==> src/rtl/trace_capture_ctrl.sv <==
// Trace capture sequencer: gates completed trace records into a first-word
// fall-through FIFO using enable and start/stop address triggers, then drains.
module trace_capture_ctrl #(
    parameter int TRACE_WIDTH = 128,
    parameter int ADDR_WIDTH  = 32,
    parameter int DEPTH       = 8,
    parameter int CNT_WIDTH   = 16
) (
    input  logic                     clk,
    input  logic                     rst,
    input  logic                     cfg_enable_i,
    input  logic                     cfg_use_trig_i,
    input  logic [ADDR_WIDTH-1:0]    cfg_start_addr_i,
    input  logic [ADDR_WIDTH-1:0]    cfg_stop_addr_i,
    input  logic                     trace_valid_i,
    input  logic [ADDR_WIDTH-1:0]    trace_addr_i,
    input  logic [TRACE_WIDTH-1:0]   trace_data_i,
    output logic                     out_valid_o,
    output logic [TRACE_WIDTH-1:0]   out_data_o,
    input  logic                     out_ready_i,
    output logic [1:0]               state_o,
    output logic [$clog2(DEPTH):0]   fill_o,
    output logic [CNT_WIDTH-1:0]     dropped_o,
    output logic                     done_o
);

    localparam int PTR_W  = $clog2(DEPTH);
    localparam int FILL_W = PTR_W + 1;
    localparam logic [FILL_W-1:0] FILL_FULL = FILL_W'(DEPTH);
    localparam logic [FILL_W-1:0] FILL_ONE  = FILL_W'(1);
    localparam logic [PTR_W-1:0]  PTR_ONE   = PTR_W'(1);

    // state | meaning
    // IDLE    | no session; records ignored
    // ARMED   | waiting for a record at the start address
    // CAPTURE | every valid record is pushed
    // DRAIN   | no pushes; wait for the FIFO to empty
    typedef enum logic [1:0] {
        S_IDLE    = 2'd0,
        S_ARMED   = 2'd1,
        S_CAPTURE = 2'd2,
        S_DRAIN   = 2'd3
    } state_t;

    state_t                   state_q, state_d;
    logic [FILL_W-1:0]        fill_q, fill_d;
    logic [PTR_W-1:0]         rd_ptr_q, rd_ptr_d;
    logic [PTR_W-1:0]         wr_ptr_q, wr_ptr_d;
    logic [TRACE_WIDTH-1:0]   out_data_q, out_data_d;
    logic [CNT_WIDTH-1:0]     dropped_q, dropped_d;
    logic                     done_q, done_d;
    logic [TRACE_WIDTH-1:0]   mem_q [DEPTH];

    logic start_hit;
    logic stop_hit;
    logic push_req;
    logic clr_drop;
    logic pop;
    logic push;
    logic drop;

    assign start_hit = trace_valid_i && (trace_addr_i == cfg_start_addr_i);
    assign stop_hit  = trace_valid_i && (trace_addr_i == cfg_stop_addr_i);

    always_comb begin
        state_d  = state_q;
        push_req = 1'b0;
        clr_drop = 1'b0;
        done_d   = 1'b0;
        case (state_q)
            S_IDLE: begin
                if (cfg_enable_i) begin
                    clr_drop = 1'b1;
                    state_d  = cfg_use_trig_i ? S_ARMED : S_CAPTURE;
                end
            end
            S_ARMED: begin
                // Dropping enable wins over a simultaneous start match.
                if (!cfg_enable_i) begin
                    state_d = S_IDLE;
                end else if (start_hit) begin
                    push_req = 1'b1;
                    state_d  = S_CAPTURE;
                end
            end
            S_CAPTURE: begin
                push_req = trace_valid_i;
                if (stop_hit || !cfg_enable_i) begin
                    state_d = S_DRAIN;
                end
            end
            S_DRAIN: begin
                if (fill_q == '0) begin
                    state_d = S_IDLE;
                    done_d  = 1'b1;
                end
            end
            default: state_d = S_IDLE;
        endcase
    end

    // A full FIFO still accepts a push when the head leaves in the same cycle.
    assign pop  = (fill_q != '0) && out_ready_i;
    assign push = push_req && ((fill_q != FILL_FULL) || pop);
    assign drop = push_req && !push;

    always_comb begin
        fill_d     = fill_q;
        rd_ptr_d   = rd_ptr_q;
        wr_ptr_d   = wr_ptr_q;
        out_data_d = out_data_q;
        dropped_d  = dropped_q;

        if (push) begin
            wr_ptr_d = wr_ptr_q + PTR_ONE;
        end
        if (pop) begin
            rd_ptr_d = rd_ptr_q + PTR_ONE;
        end
        case ({push, pop})
            2'b10:   fill_d = fill_q + FILL_ONE;
            2'b01:   fill_d = fill_q - FILL_ONE;
            default: fill_d = fill_q;
        endcase

        // Head register: load the incoming record when it becomes the head,
        // otherwise advance to the next stored entry; hold when emptied.
        if (push && ((fill_q == '0) || (pop && (fill_q == FILL_ONE)))) begin
            out_data_d = trace_data_i;
        end else if (pop && (fill_q > FILL_ONE)) begin
            out_data_d = mem_q[rd_ptr_q + PTR_ONE];
        end

        if (clr_drop) begin
            dropped_d = '0;
        end else if (drop && (dropped_q != '1)) begin
            dropped_d = dropped_q + CNT_WIDTH'(1);
        end
    end

    always_ff @(posedge clk or posedge rst) begin
        if (rst) begin
            state_q    <= S_IDLE;
            fill_q     <= '0;
            rd_ptr_q   <= '0;
            wr_ptr_q   <= '0;
            out_data_q <= '0;
            dropped_q  <= '0;
            done_q     <= 1'b0;
        end else begin
            state_q    <= state_d;
            fill_q     <= fill_d;
            rd_ptr_q   <= rd_ptr_d;
            wr_ptr_q   <= wr_ptr_d;
            out_data_q <= out_data_d;
            dropped_q  <= dropped_d;
            done_q     <= done_d;
        end
    end

    always_ff @(posedge clk) begin
        if (push) begin
            mem_q[wr_ptr_q] <= trace_data_i;
        end
    end

    assign out_valid_o = (fill_q != '0);
    assign out_data_o  = out_data_q;
    assign state_o     = state_q;
    assign fill_o      = fill_q;
    assign dropped_o   = dropped_q;
    assign done_o      = done_q;

endmodule
==> config.mk <==
export PLATFORM = sky130hd
export DESIGN_NAME = trace_capture_ctrl
export DESIGN_NICKNAME = d
export VERILOG_FILES = /design/src/rtl/trace_capture_ctrl.sv
export SDC_FILE = /design/constraint.sdc
export NUM_CORES = 1
export LEC_CHECK = 0
export BUFFER_PORTS_ARGS = -buffer_cell sky130_fd_sc_hd__buf_2
export CORE_MARGIN = 10
export CORE_UTILIZATION = 30
export DETAILED_ROUTE_END_ITERATION = 10
export PLACE_DENSITY = 0.47
export SETUP_SLACK_MARGIN = 0.2
export SYNTH_ARGS = -nofsm -noshare
export SYNTH_HDL_FRONTEND = slang
export SYNTH_SLANG_ARGS = --single-unit
==> constraint.sdc <==
create_clock -name clk -period 36.4 [get_ports clk]
set_input_delay 7.28 -clock clk [delete_from_list [all_inputs] [get_ports clk]]
set_output_delay 7.28 -clock clk [all_outputs]
set_load 0.02 [all_outputs]
==> results.json <==
{
  "synth_top_family_by_area": "multiplexers",
  "outcome": "finished, final reports clean",
  "worst_pin_slew_ns": 1.294,
  "tritoncts_buffers": 133,
  "preCtsSetupSlack_ns": 24.13,
  "core_mm2": 0.1517,
  "synth_xor_xnor_area_share_pct": 1.321,
  "warnings_synthesis": 0,
  "synth-edff-count": 1024,
  "p_int_mw": 3.010,
  "max-clock-path-buffers": 3,
  "largest_fanout_of_any_net_on_the_critical_path": 52,
  "hpwl_after_detailed_placement_um": 75730,
  "path_delay_family": "simple AND/OR/NAND/NOR gates",
  "finalInstanceArea_mm2": 0.05452,
  "post_dp_cell_area_mm2": 0.05015,
  "groute.layer.met2.usage_pct": 25.36,
  "grt_max_degree": 142,
  "antenna_violations_before_repair": 35,
  "worst-r2r-cell-count": 9,
  "synth_cell_types": 49,
  "cp_cell_sequence": "buf_2 -> xnor2_1 -> nand4_1 -> nor4_1 -> nand4_4 -> and2_1 -> nor2_1 -> and3_4 -> buf_4",
  "initial_utilization_pct": 30.15,
  "compound_cell_area_share_of_the_yosys_netlist_pct": 5.025,
  "grt.overflow.total": 0,
  "top_usage_layer": "met2",
  "cp-start-kind": "input pin",
  "post_cts_resized": 0,
  "power_switching_mw": 1.485,
  "min_path_cells": 1,
  "global_route_wire_length_before_repair_um": 190000,
  "postSynthCellCount": 2337,
  "totalWireLength_um": 130900,
  "ys_dominant_reg_cell": "sky130_fd_sc_hd__edfxtp_1",
  "reg_power_share_pct": 37.7,
  "fp.dieH_um": 410.5,
  "path_buf_inv": 2,
  "design.portCount": 382,
  "first_pass_iters": 5,
  "grt_setup_unrepaired": "no",
  "power.ir.vdd_worst_uv": 112.9,
  "async_reset_ff_share_pct": 13.29,
  "syn-num-nets": 2578,
  "std_cell_rows": 143,
  "cts_setup_buffers": 0,
  "critical-path-max-stage-delay_ns": 0.97,
  "tritoncts": "built",
  "clk-insertion-delay-late_ns": 0.76,
  "detailedRoute.firstIterationViolations": 1614,
  "setup_tns_ns": 0,
  "power-per-cell-area_mw_per_mm2": 82.45,
  "drive_gt1_share_pct": 30.92,
  "setup.worst_path.end_class": "flop",
  "htree_num_levels": 4,
  "finalCriticalPeriod_ns": 11.38,
  "final-setup-viol-count": 0,
  "pwr-share-comb_pct": 32.8,
  "cts_hold_buffers": 0,
  "max-slew-margin-rel_pct": 13.73,
  "netSwitchingFraction_pct": 33.03,
  "global_route.usage.met3_pct": 4.468,
  "achievable-frequency_mhz": 87.90,
  "area_growth_syn_to_layout_pct": 19.18,
  "maxCapViolCount": 0,
  "nNetsFinal": 2998,
  "final_wtd_congestion": 0.9237,
  "power.share.clock_pct": 29.5,
  "post_synth_mux_area_share_pct": 12.78,
  "synth_simple_gate_area_share_pct": 3.394,
  "criticalPathCategory": "in -> reg",
  "routed_via_density": 4.935,
  "layout_common_cells": "sky130_fd_sc_hd__edfxtp_1 (1024), sky130_fd_sc_hd__buf_2 (381), sky130_fd_sc_hd__nand2_1 (269), sky130_fd_sc_hd__mux4_2 (256), sky130_fd_sc_hd__dfrtp_1 (156)",
  "leakage_nw": 18.58,
  "critPathSlowestCell": "sky130_fd_sc_hd__and3_4",
  "grt_pass1_vias": 26259,
  "groute.layer.met1.usage_pct": 19.15,
  "layout_commonest_cell": "sky130_fd_sc_hd__edfxtp_1",
  "final_core_util_pct": 35.93,
  "final.setup.worst_slack_ns": 25.02,
  "drc_errors": 0,
  "postSynthAreaPerCell_um2": 19.57,
  "min-delay-path-class": "reg -> reg",
  "proportion_of_synthesized_chip_area_in_sequential_cells_pct": 75.81,
  "cts.reportedPaths.clkPinSlew_ns": 0.06,
  "synth-adder-area-share_pct": 0.3009,
  "antenna_violating_nets_post_route": 0,
  "clkSinkCount": 1181,
  "num_vias": 24205,
  "critPathArrivalTime_ns": 11.73,
  "finalPower_mw": 4.495,
  "root_buf_cell": "sky130_fd_sc_hd__clkbuf_16",
  "chipWidth_um": 410.5,
  "cp.required_ns": 36.76,
  "floorplan.die_area_mm2": 0.1685,
  "final_worst_path_cycle_share_pct": 31.26,
  "post_route_clock_skew_ns": 0.02965,
  "yosys_register_bits": 1181,
  "global_route.usage.total_pct": 15.33,
  "maxSlewViolCount": 0,
  "finalHoldViolations": 0,
  "netlist_area_mm2": 0.04574,
  "crit_cells": 9,
  "io_buffer_count": 381,
  "drt-wirelength-per-cell_um": 26.69
}
through the flow:
stage	hold WS (ns)	instances
finish	0.5054	4905
global route	0.5173	4902
CTS	0.5103	4895
detailed placement	0.4929	4652
global placement	0.4961	4652
floorplan	0.4500	2337
path summary, 6_finish.rpt:
kind,to,from,slack (ns)
worst max-delay path,mem_q[1][8],trace_addr_i[0],25.02
worst min-delay path,out_data_o[43],out_data_o[43],0.51
worst max register to register,mem_q[1][8],state_o[1],31.49
worst min register to register,out_data_o[43],out_data_o[43],0.51
max in group asynchronous,rd_ptr_q[0],rst,27.75
min in group asynchronous,out_data_o[23],rst,6.56
cell families after synthesis:
kind of cell | after synthesis
and+or+nand+nor | 355
AOI/OAI and AO/OA | 301
buffers and inverters | 156
adders and majority gates | 11
muxes | 264
DFF | 1181
xor gates and xnor gates | 69
flip-flops by register name, indices dropped and copies added, names as in the netlist:
name,flops
done_o,1
dropped_o,16
mem_q,1024
fill_o,4
wr_ptr_q,3
rd_ptr_q,3
out_data_o,128
state_o,2
per-layer routing:
metal	share of wire, %	vias to the layer above
met5	0.11	-
met3	6.8	203
li1	-	10396
met4	2.5	22
met1	42	12923
met2	49	661
power groups by stage:
stage | clock network (mW) | registers [mW] | logic [mW]
after floorplan | 0 | 1.79 | 0.934
after global placement | 0 | 1.72 | 1.50
after detailed placement | 0 | 1.72 | 1.51
after CTS | 1.36 | 1.70 | 1.52
after global routing | 1.42 | 1.71 | 1.61
final | 1.33 | 1.69 | 1.48
cell usage after synthesis (13+ instances only):
| cell type | n | area, um^2 |
|---|---|---|
| sky130_fd_sc_hd__a221o_1 | 129 | 1291 |
| sky130_fd_sc_hd__nand3_1 | 13 | 65.06 |
| sky130_fd_sc_hd__buf_1 | 32 | 120.1 |
| sky130_fd_sc_hd__edfxtp_1 | 1024 | 30750 |
| sky130_fd_sc_hd__clkbuf_1 | 71 | 266.5 |
| sky130_fd_sc_hd__a21oi_1 | 143 | 715.7 |
| sky130_fd_sc_hd__xor2_1 | 24 | 210.2 |
| sky130_fd_sc_hd__buf_2 | 31 | 155.2 |
| sky130_fd_sc_hd__nand2_1 | 270 | 1013 |
| sky130_fd_sc_hd__mux4_2 | 256 | 5766 |
| sky130_fd_sc_hd__xnor2_1 | 45 | 394.1 |
| sky130_fd_sc_hd__inv_1 | 22 | 82.58 |
| sky130_fd_sc_hd__dfrtp_1 | 157 | 3929 |
worst reg2reg max path: stages (launching register included):
cell and delay, ns:
sky130_fd_sc_hd__dfrtp_1 0.42, sky130_fd_sc_hd__inv_1 0.11, sky130_fd_sc_hd__ha_1 0.32, sky130_fd_sc_hd__nand3_1 0.13, sky130_fd_sc_hd__nor4_1 0.43, sky130_fd_sc_hd__nand4_4 0.31, sky130_fd_sc_hd__and2_1 0.50, sky130_fd_sc_hd__nor2_1 0.46
sky130_fd_sc_hd__and3_4 0.97, sky130_fd_sc_hd__buf_4 0.86
layout make-up:
class                      count  area (um^2)
fill                       14320        97210
clock inverter                53        596.8
clock buffer                 190         3749
sequential                  1181        34680
timing repair buffer         419         2267
inverter                      22        90.09
tap                         2030         2540
antenna                       10        25.02
multi-input combinational   1000        10570
No activity file was read; power rests on OpenSTA's default activity.
